[src/rtl/my_tdm_demux02.sv]
// my_tdm_demux02: serial TDM demultiplexer for four channels.
// A frame starts on the bit where frame_sync is high. It carries four words,
// channel 0 first, each WORD_W bits long and sent MSB first. After each
// completed word, the matching y<ch> output is loaded and y_valid strobes.
// Optional feature: when MY_TDM_DEMUX02_PARITY_EN is defined, each word is
// followed by one even-parity bit, and a wrong parity bit strobes parity_err.
//
// Handshake: din and frame_sync are sampled only on rising edges where
// din_valid is high, and every other edge holds all state. y_valid,
// frame_done, sync_err and parity_err are one-cycle strobes. They are
// registered, so they appear one clock after the bit that caused them.
module my_tdm_demux02 #(
  parameter int WORD_W = 8
) (
  input  logic              clk,
  input  logic              rst_n,
  input  logic              din,
  input  logic              din_valid,
  input  logic              frame_sync,
  output logic [WORD_W-1:0] y0,
  output logic [WORD_W-1:0] y1,
  output logic [WORD_W-1:0] y2,
  output logic [WORD_W-1:0] y3,
  output logic              y_valid,
  output logic [1:0]        y_ch,
  output logic              frame_done,
  output logic              sync_err,
  output logic              parity_err,
  output logic              busy,
  output logic [1:0]        state_dbg
);

  localparam int BCW = (WORD_W > 1) ? $clog2(WORD_W) : 1;
  localparam logic [BCW-1:0] LAST_BIT = BCW'(WORD_W - 1);

`ifdef MY_TDM_DEMUX02_PARITY_EN
  typedef enum logic [1:0] {IDLE = 2'd0, DATA = 2'd1, PAR = 2'd2} state_t;
`else
  typedef enum logic [1:0] {IDLE = 2'd0, DATA = 2'd1} state_t;
`endif

  state_t            state, state_n;
  logic [1:0]        ch_cnt, ch_n;
  logic [BCW-1:0]    bit_cnt, bit_n;
  logic [WORD_W-1:0] shreg, sh_n;
  logic [WORD_W-1:0] word_full;
  logic [WORD_W-1:0] ld_word;
  logic              ld, fd_n, serr_n;
`ifdef MY_TDM_DEMUX02_PARITY_EN
  logic              perr_n;
`endif

  assign word_full = {shreg[WORD_W-2:0], din};
  assign busy      = (state != IDLE);
  assign state_dbg = state;

  // Next-state, counter and shift-register logic; completion produces ld.
  always_comb begin
    state_n = state;
    ch_n    = ch_cnt;
    bit_n   = bit_cnt;
    sh_n    = shreg;
    ld      = 1'b0;
    ld_word = '0;
    fd_n    = 1'b0;
    serr_n  = 1'b0;
`ifdef MY_TDM_DEMUX02_PARITY_EN
    perr_n  = 1'b0;
`endif
    if (din_valid) begin
      case (state)
        IDLE: begin
          if (frame_sync) begin
            state_n = DATA;
            ch_n    = 2'd0;
            bit_n   = BCW'(1);
            sh_n    = {{(WORD_W-1){1'b0}}, din};
          end
        end
        DATA: begin
`ifdef MY_TDM_DEMUX02_PARITY_EN
          // The last bit of channel 3 is the parity bit, so every sync seen here is a resync.
          if (frame_sync) begin
`else
          if (frame_sync && !(bit_cnt == LAST_BIT && ch_cnt == 2'd3)) begin
`endif
            serr_n  = 1'b1;
            state_n = DATA;
            ch_n    = 2'd0;
            bit_n   = BCW'(1);
            sh_n    = {{(WORD_W-1){1'b0}}, din};
          end else if (bit_cnt == LAST_BIT) begin
`ifdef MY_TDM_DEMUX02_PARITY_EN
            state_n = PAR;
            sh_n    = word_full;
            bit_n   = '0;
`else
            ld      = 1'b1;
            ld_word = word_full;
            bit_n   = '0;
            sh_n    = word_full;
            if (ch_cnt == 2'd3) begin
              fd_n = 1'b1;
              ch_n = 2'd0;
              if (frame_sync) begin
                // This bit ends channel 3 and also starts the next frame.
                state_n = DATA;
                bit_n   = BCW'(1);
                sh_n    = {{(WORD_W-1){1'b0}}, din};
              end else begin
                state_n = IDLE;
              end
            end else begin
              ch_n = ch_cnt + 2'd1;
            end
`endif
          end else begin
            sh_n  = word_full;
            bit_n = bit_cnt + BCW'(1);
          end
        end
`ifdef MY_TDM_DEMUX02_PARITY_EN
        PAR: begin
          if (frame_sync && ch_cnt != 2'd3) begin
            serr_n  = 1'b1;
            state_n = DATA;
            ch_n    = 2'd0;
            bit_n   = BCW'(1);
            sh_n    = {{(WORD_W-1){1'b0}}, din};
          end else begin
            ld      = 1'b1;
            ld_word = shreg;
            perr_n  = (din != ^shreg);
            bit_n   = '0;
            if (ch_cnt == 2'd3) begin
              fd_n = 1'b1;
              ch_n = 2'd0;
              if (frame_sync) begin
                state_n = DATA;
                bit_n   = BCW'(1);
                sh_n    = {{(WORD_W-1){1'b0}}, din};
              end else begin
                state_n = IDLE;
              end
            end else begin
              ch_n    = ch_cnt + 2'd1;
              state_n = DATA;
            end
          end
        end
`endif
        default: state_n = IDLE;
      endcase
    end
  end

  // State register.
  always_ff @(posedge clk or negedge rst_n) begin
    if (!rst_n) state <= IDLE;
    else        state <= state_n;
  end

  // Counters, shift register, channel outputs and strobes.
  always_ff @(posedge clk or negedge rst_n) begin
    if (!rst_n) begin
      ch_cnt     <= 2'd0;
      bit_cnt    <= '0;
      shreg      <= '0;
      y0         <= '0;
      y1         <= '0;
      y2         <= '0;
      y3         <= '0;
      y_ch       <= 2'd0;
      y_valid    <= 1'b0;
      frame_done <= 1'b0;
      sync_err   <= 1'b0;
    end else begin
      ch_cnt     <= ch_n;
      bit_cnt    <= bit_n;
      shreg      <= sh_n;
      y_valid    <= ld;
      frame_done <= fd_n;
      sync_err   <= serr_n;
      if (ld) begin
        y_ch <= ch_cnt;
        case (ch_cnt)
          2'd0:    y0 <= ld_word;
          2'd1:    y1 <= ld_word;
          2'd2:    y2 <= ld_word;
          default: y3 <= ld_word;
        endcase
      end
    end
  end

`ifdef MY_TDM_DEMUX02_PARITY_EN
  // Parity error strobe, registered with y_valid.
  always_ff @(posedge clk or negedge rst_n) begin
    if (!rst_n) parity_err <= 1'b0;
    else        parity_err <= perr_n;
  end
`else
  assign parity_err = 1'b0;
`endif

endmodule
[config.mk]
export PLATFORM = sky130hd
export DESIGN_NAME = my_tdm_demux02
export DESIGN_NICKNAME = d
export VERILOG_FILES = /design/src/rtl/my_tdm_demux02.sv
export SDC_FILE = /design/constraint.sdc
export NUM_CORES = 1
export LEC_CHECK = 0
export ABC_AREA = 1
export CORE_MARGIN = 8
export CORE_UTILIZATION = 40
export CTS_CLUSTER_SIZE = 20
export DETAILED_ROUTE_END_ITERATION = 10
export GPL_TIMING_DRIVEN = 0
export MAX_ROUTING_LAYER = met4
export PLACE_DENSITY = 0.72
export SYNTH_ARGS = -nofsm -noshare
export SYNTH_HDL_FRONTEND = slang
export SYNTH_SLANG_ARGS = --single-unit
[constraint.sdc]
create_clock -name clk -period 1.8 [get_ports clk]
set_input_delay 0.27 -clock clk [delete_from_list [all_inputs] [get_ports clk]]
set_output_delay 0.27 -clock clk [all_outputs]
set_load 0.005 [all_outputs]
==> metrics <==
outcome finished, final reports clean; setup bufs post-CTS 0; fin cells approximately 360; first-pass GRT wire length around 8400 um; Area growth syn-to-layout 30.17%; Internal between 0.0015 and 0.002 W; number of H-tree levels 2; Period Utilization, post-route 90.97%; Routed WL per cell 14.02 um; diodes inserted 0; num rows 27; RR Endpoint y0[6]; Die Y between 80 and 90 um; Clk Latency, worst-skew pair approximately 300 ps; R2R Path Start bit_cnt[0]; Die Wd approximately 90 um; Sw Pwr 0.0005453 W; largest cells by area after synthesis dfrtp_1 (57%), nand2_1 (13%), nand4_1 (9.2%); Nets approximately 300; vias approximately 1800; maximum fanout along the worst path 6; Arr. time, crit path 1370 ps; Top delay family on crit path buffers and inverters; Pwr per Cell Area around 770 mW/mm^2; CP max-delay cell clkdlybuf4s50_1; fill cell count 510; Routed WL 4992 um; Tot GR Track Use between 10% and 20%; Worst Hold Slack between 400 and 500 ps; # placed instances around 350; Post-Syn Area per Cell around 9.5 um^2; Syn Inst Count 230; clock network power share 33.8%; MaxCap Viol Count 0; Die ar. a little over 0.008 mm^2; Synth warnings 0; GP Congestion slightly above 0.8; crit path cell chain buf_4 -> clkdlybuf4s50_1; most frequent cells in the layout nand2_1 (76), dfrtp_1 (50), clkdlybuf4s50_1 (42); reg2reg path depth 8; DRT Pass-1 Iters 4; largest net degree at the start of global routing 34; Synth Area in XOR/XNOR 0%; TritonCTS clock tree yes; CTS root buffer clkbuf_8; LEAKAGE 1.440 nW; fraction of layout cells with a size suffix above 1 a little under a tenth; final setup TNS 0 ps; Reg clk slew, reported paths about 90 ps; Reg power frac a little over half; core area 0.005405 mm^2; final hold violation count 0; CTS Sinks 50; Mapped Area 0.002186 mm^2; Seq/Total Area, Yosys between 50% and 60%; Layout Skew between 3 and 4 ps; grt ovf 0; Final min period 1637 ps; worst vdd ir 419.8 uV; fraction of synthesized area in multiplexers 0%; Residual DRC 0; critical path launch point type register; post-synth top area share around 57%; RSZ-0062 raised after global routing false; Port Buffers 43; Detailed Route Iter0 Violations 80; Post-DP HPWL 3628 um; Final ANT Viol Nets 0; nature of the critical path endpoint output pin; Starting Density 40.44%; Hold Path Class in2async; CP Buf/Inv Count 2; DR vias/cell 4.944; f_max 0.6107 GHz; via count of the first global-routing pass ~1700; r2r setup slk approximately 190 ps; Compound-Gate Fraction of Synth Area roughly 5.2%; Yosys reg bits 50; Switching Fraction about a quarter; I/O pin cnt 46; final setup fails 0; cts repair resizes 0; commonest non-fill, non-tap cell in the layout nand2_1; cts bufs inserted 5; Comb power frac 11.4%; maximum clock insertion buffer count 2; largest family of logic cells by synthesized area simple AND/OR/NAND/NOR gates; post-synth cell types 19; Synth area leader dfrtp_1; Critical Path Max Stage Delay between 400 and 500 ps; Worst Path Required 1530 ps; Setup CP Type reg2out; initial antenna violation count 0; Synth Area in Simple Gates ~27%; max-slew violations 0; adder-cell share of the synthesized area 3.434%
[metrics by stage]
step	worst slack (ps)	total power (W)	util (%)	instance area [um^2]
after floorplan	335.5	0.001356	-	2190
after global placement	-944.3	0.001457	50.14	2710
after detailed placement	135.5	0.001469	50.42	2725
after CTS	133.9	0.002216	52.64	2845
after global routing	79.42	0.002294	52.64	2845
final	162.6	0.002186	52.64	2845
[per-layer routing]
metal,track usage (%),routed length (um),part of all wire (%)
met5,-,0,0
met1,16.38,2352,47
met3,4.156,291,5.8
met2,18.71,2280,46
met4,4.993,68,1.4
[cells in the mapped netlist (all sizes together)]
| cell type | count |
|---|---|
| nor2 | 4 |
| o21ai | 14 |
| buf | 11 |
| clkbuf | 5 |
| dfrtp | 50 |
| o22ai | 5 |
| inv | 13 |
| ha | 6 |
| nand2 | 77 |
| nand4 | 32 |
| a21oi | 1 |
| nand3 | 10 |
| a21o | 1 |
| conb | 1 |
[power groups by stage]
| stage | combinational [W] | clock [W] | sequential [W] |
|---|---|---|---|
| global route | 0.000283 | 0.000808 | 0.00120 |
| detailed placement | 0.000249 | 0 | 0.00122 |
| global placement | 0.000239 | 0 | 0.00122 |
| finish | 0.000249 | 0.000739 | 0.00120 |
| floorplan | 0.000147 | 0 | 0.00121 |
| CTS | 0.000253 | 0.000766 | 0.00120 |
[sequential cells by signal (all words and copies together) (netlist names)]
register and flops:
bit_cnt 3, ch_cnt 2, frame_done 1, shreg 7, state_dbg 1, sync_err 1, y0 8, y1 8
y2 8, y3 8, y_ch 2, y_valid 1
[worst reg2reg max path, cell delays in order, from the launching register on]
cell and delay [ps]:
dfrtp_1 410, ha_1 210, ha_1 220, nand2_1 90, nand2_1 90, buf_6 160
buf_4 170, nand4_1 100, nand2_1 70
[worst max path at each step]
stage,start,end,cells after the start
after floorplan,bit_cnt[0],y2[4],8
after global placement,rst_n,y0[6],1
after detailed placement,din_valid,y2[7],6
after CTS,state_dbg[0],state_dbg[0],2
after global routing,state_dbg[0],state_dbg[0],2
final,state_dbg[0],state_dbg[0],2
[kinds of logic after synthesis]
family	after synthesis
flip-flops	50
AND/OR/NAND/NOR	123
other	1
buffers and inverters	29
AO/OA/AOI/OAI	21
adder cells (fa/ha/maj)	6
[area by class of cell]
class / instances / area, um^2 / share of cell area (%)
tap: 72 / 90.09 / 3.166
multi-input combinational: 152 / 784.5 / 27.57
timing repair buffer: 45 / 455.4 / 16.01
sequential: 50 / 1251 / 43.98
buffer: 16 / 105.1 / 3.694
clock buffer: 8 / 110.1 / 3.870
inverter: 13 / 48.80 / 1.715
[what timing repair did]
| item | CTS | global route |
|---|---|---|
| endpoints found under the hold margin | 17 | 0 |
| hold buffers | 1 | 0 |
| endpoints found under the setup margin | 0 | 0 |
Note: power is estimated with default switching activity, not from simulation.
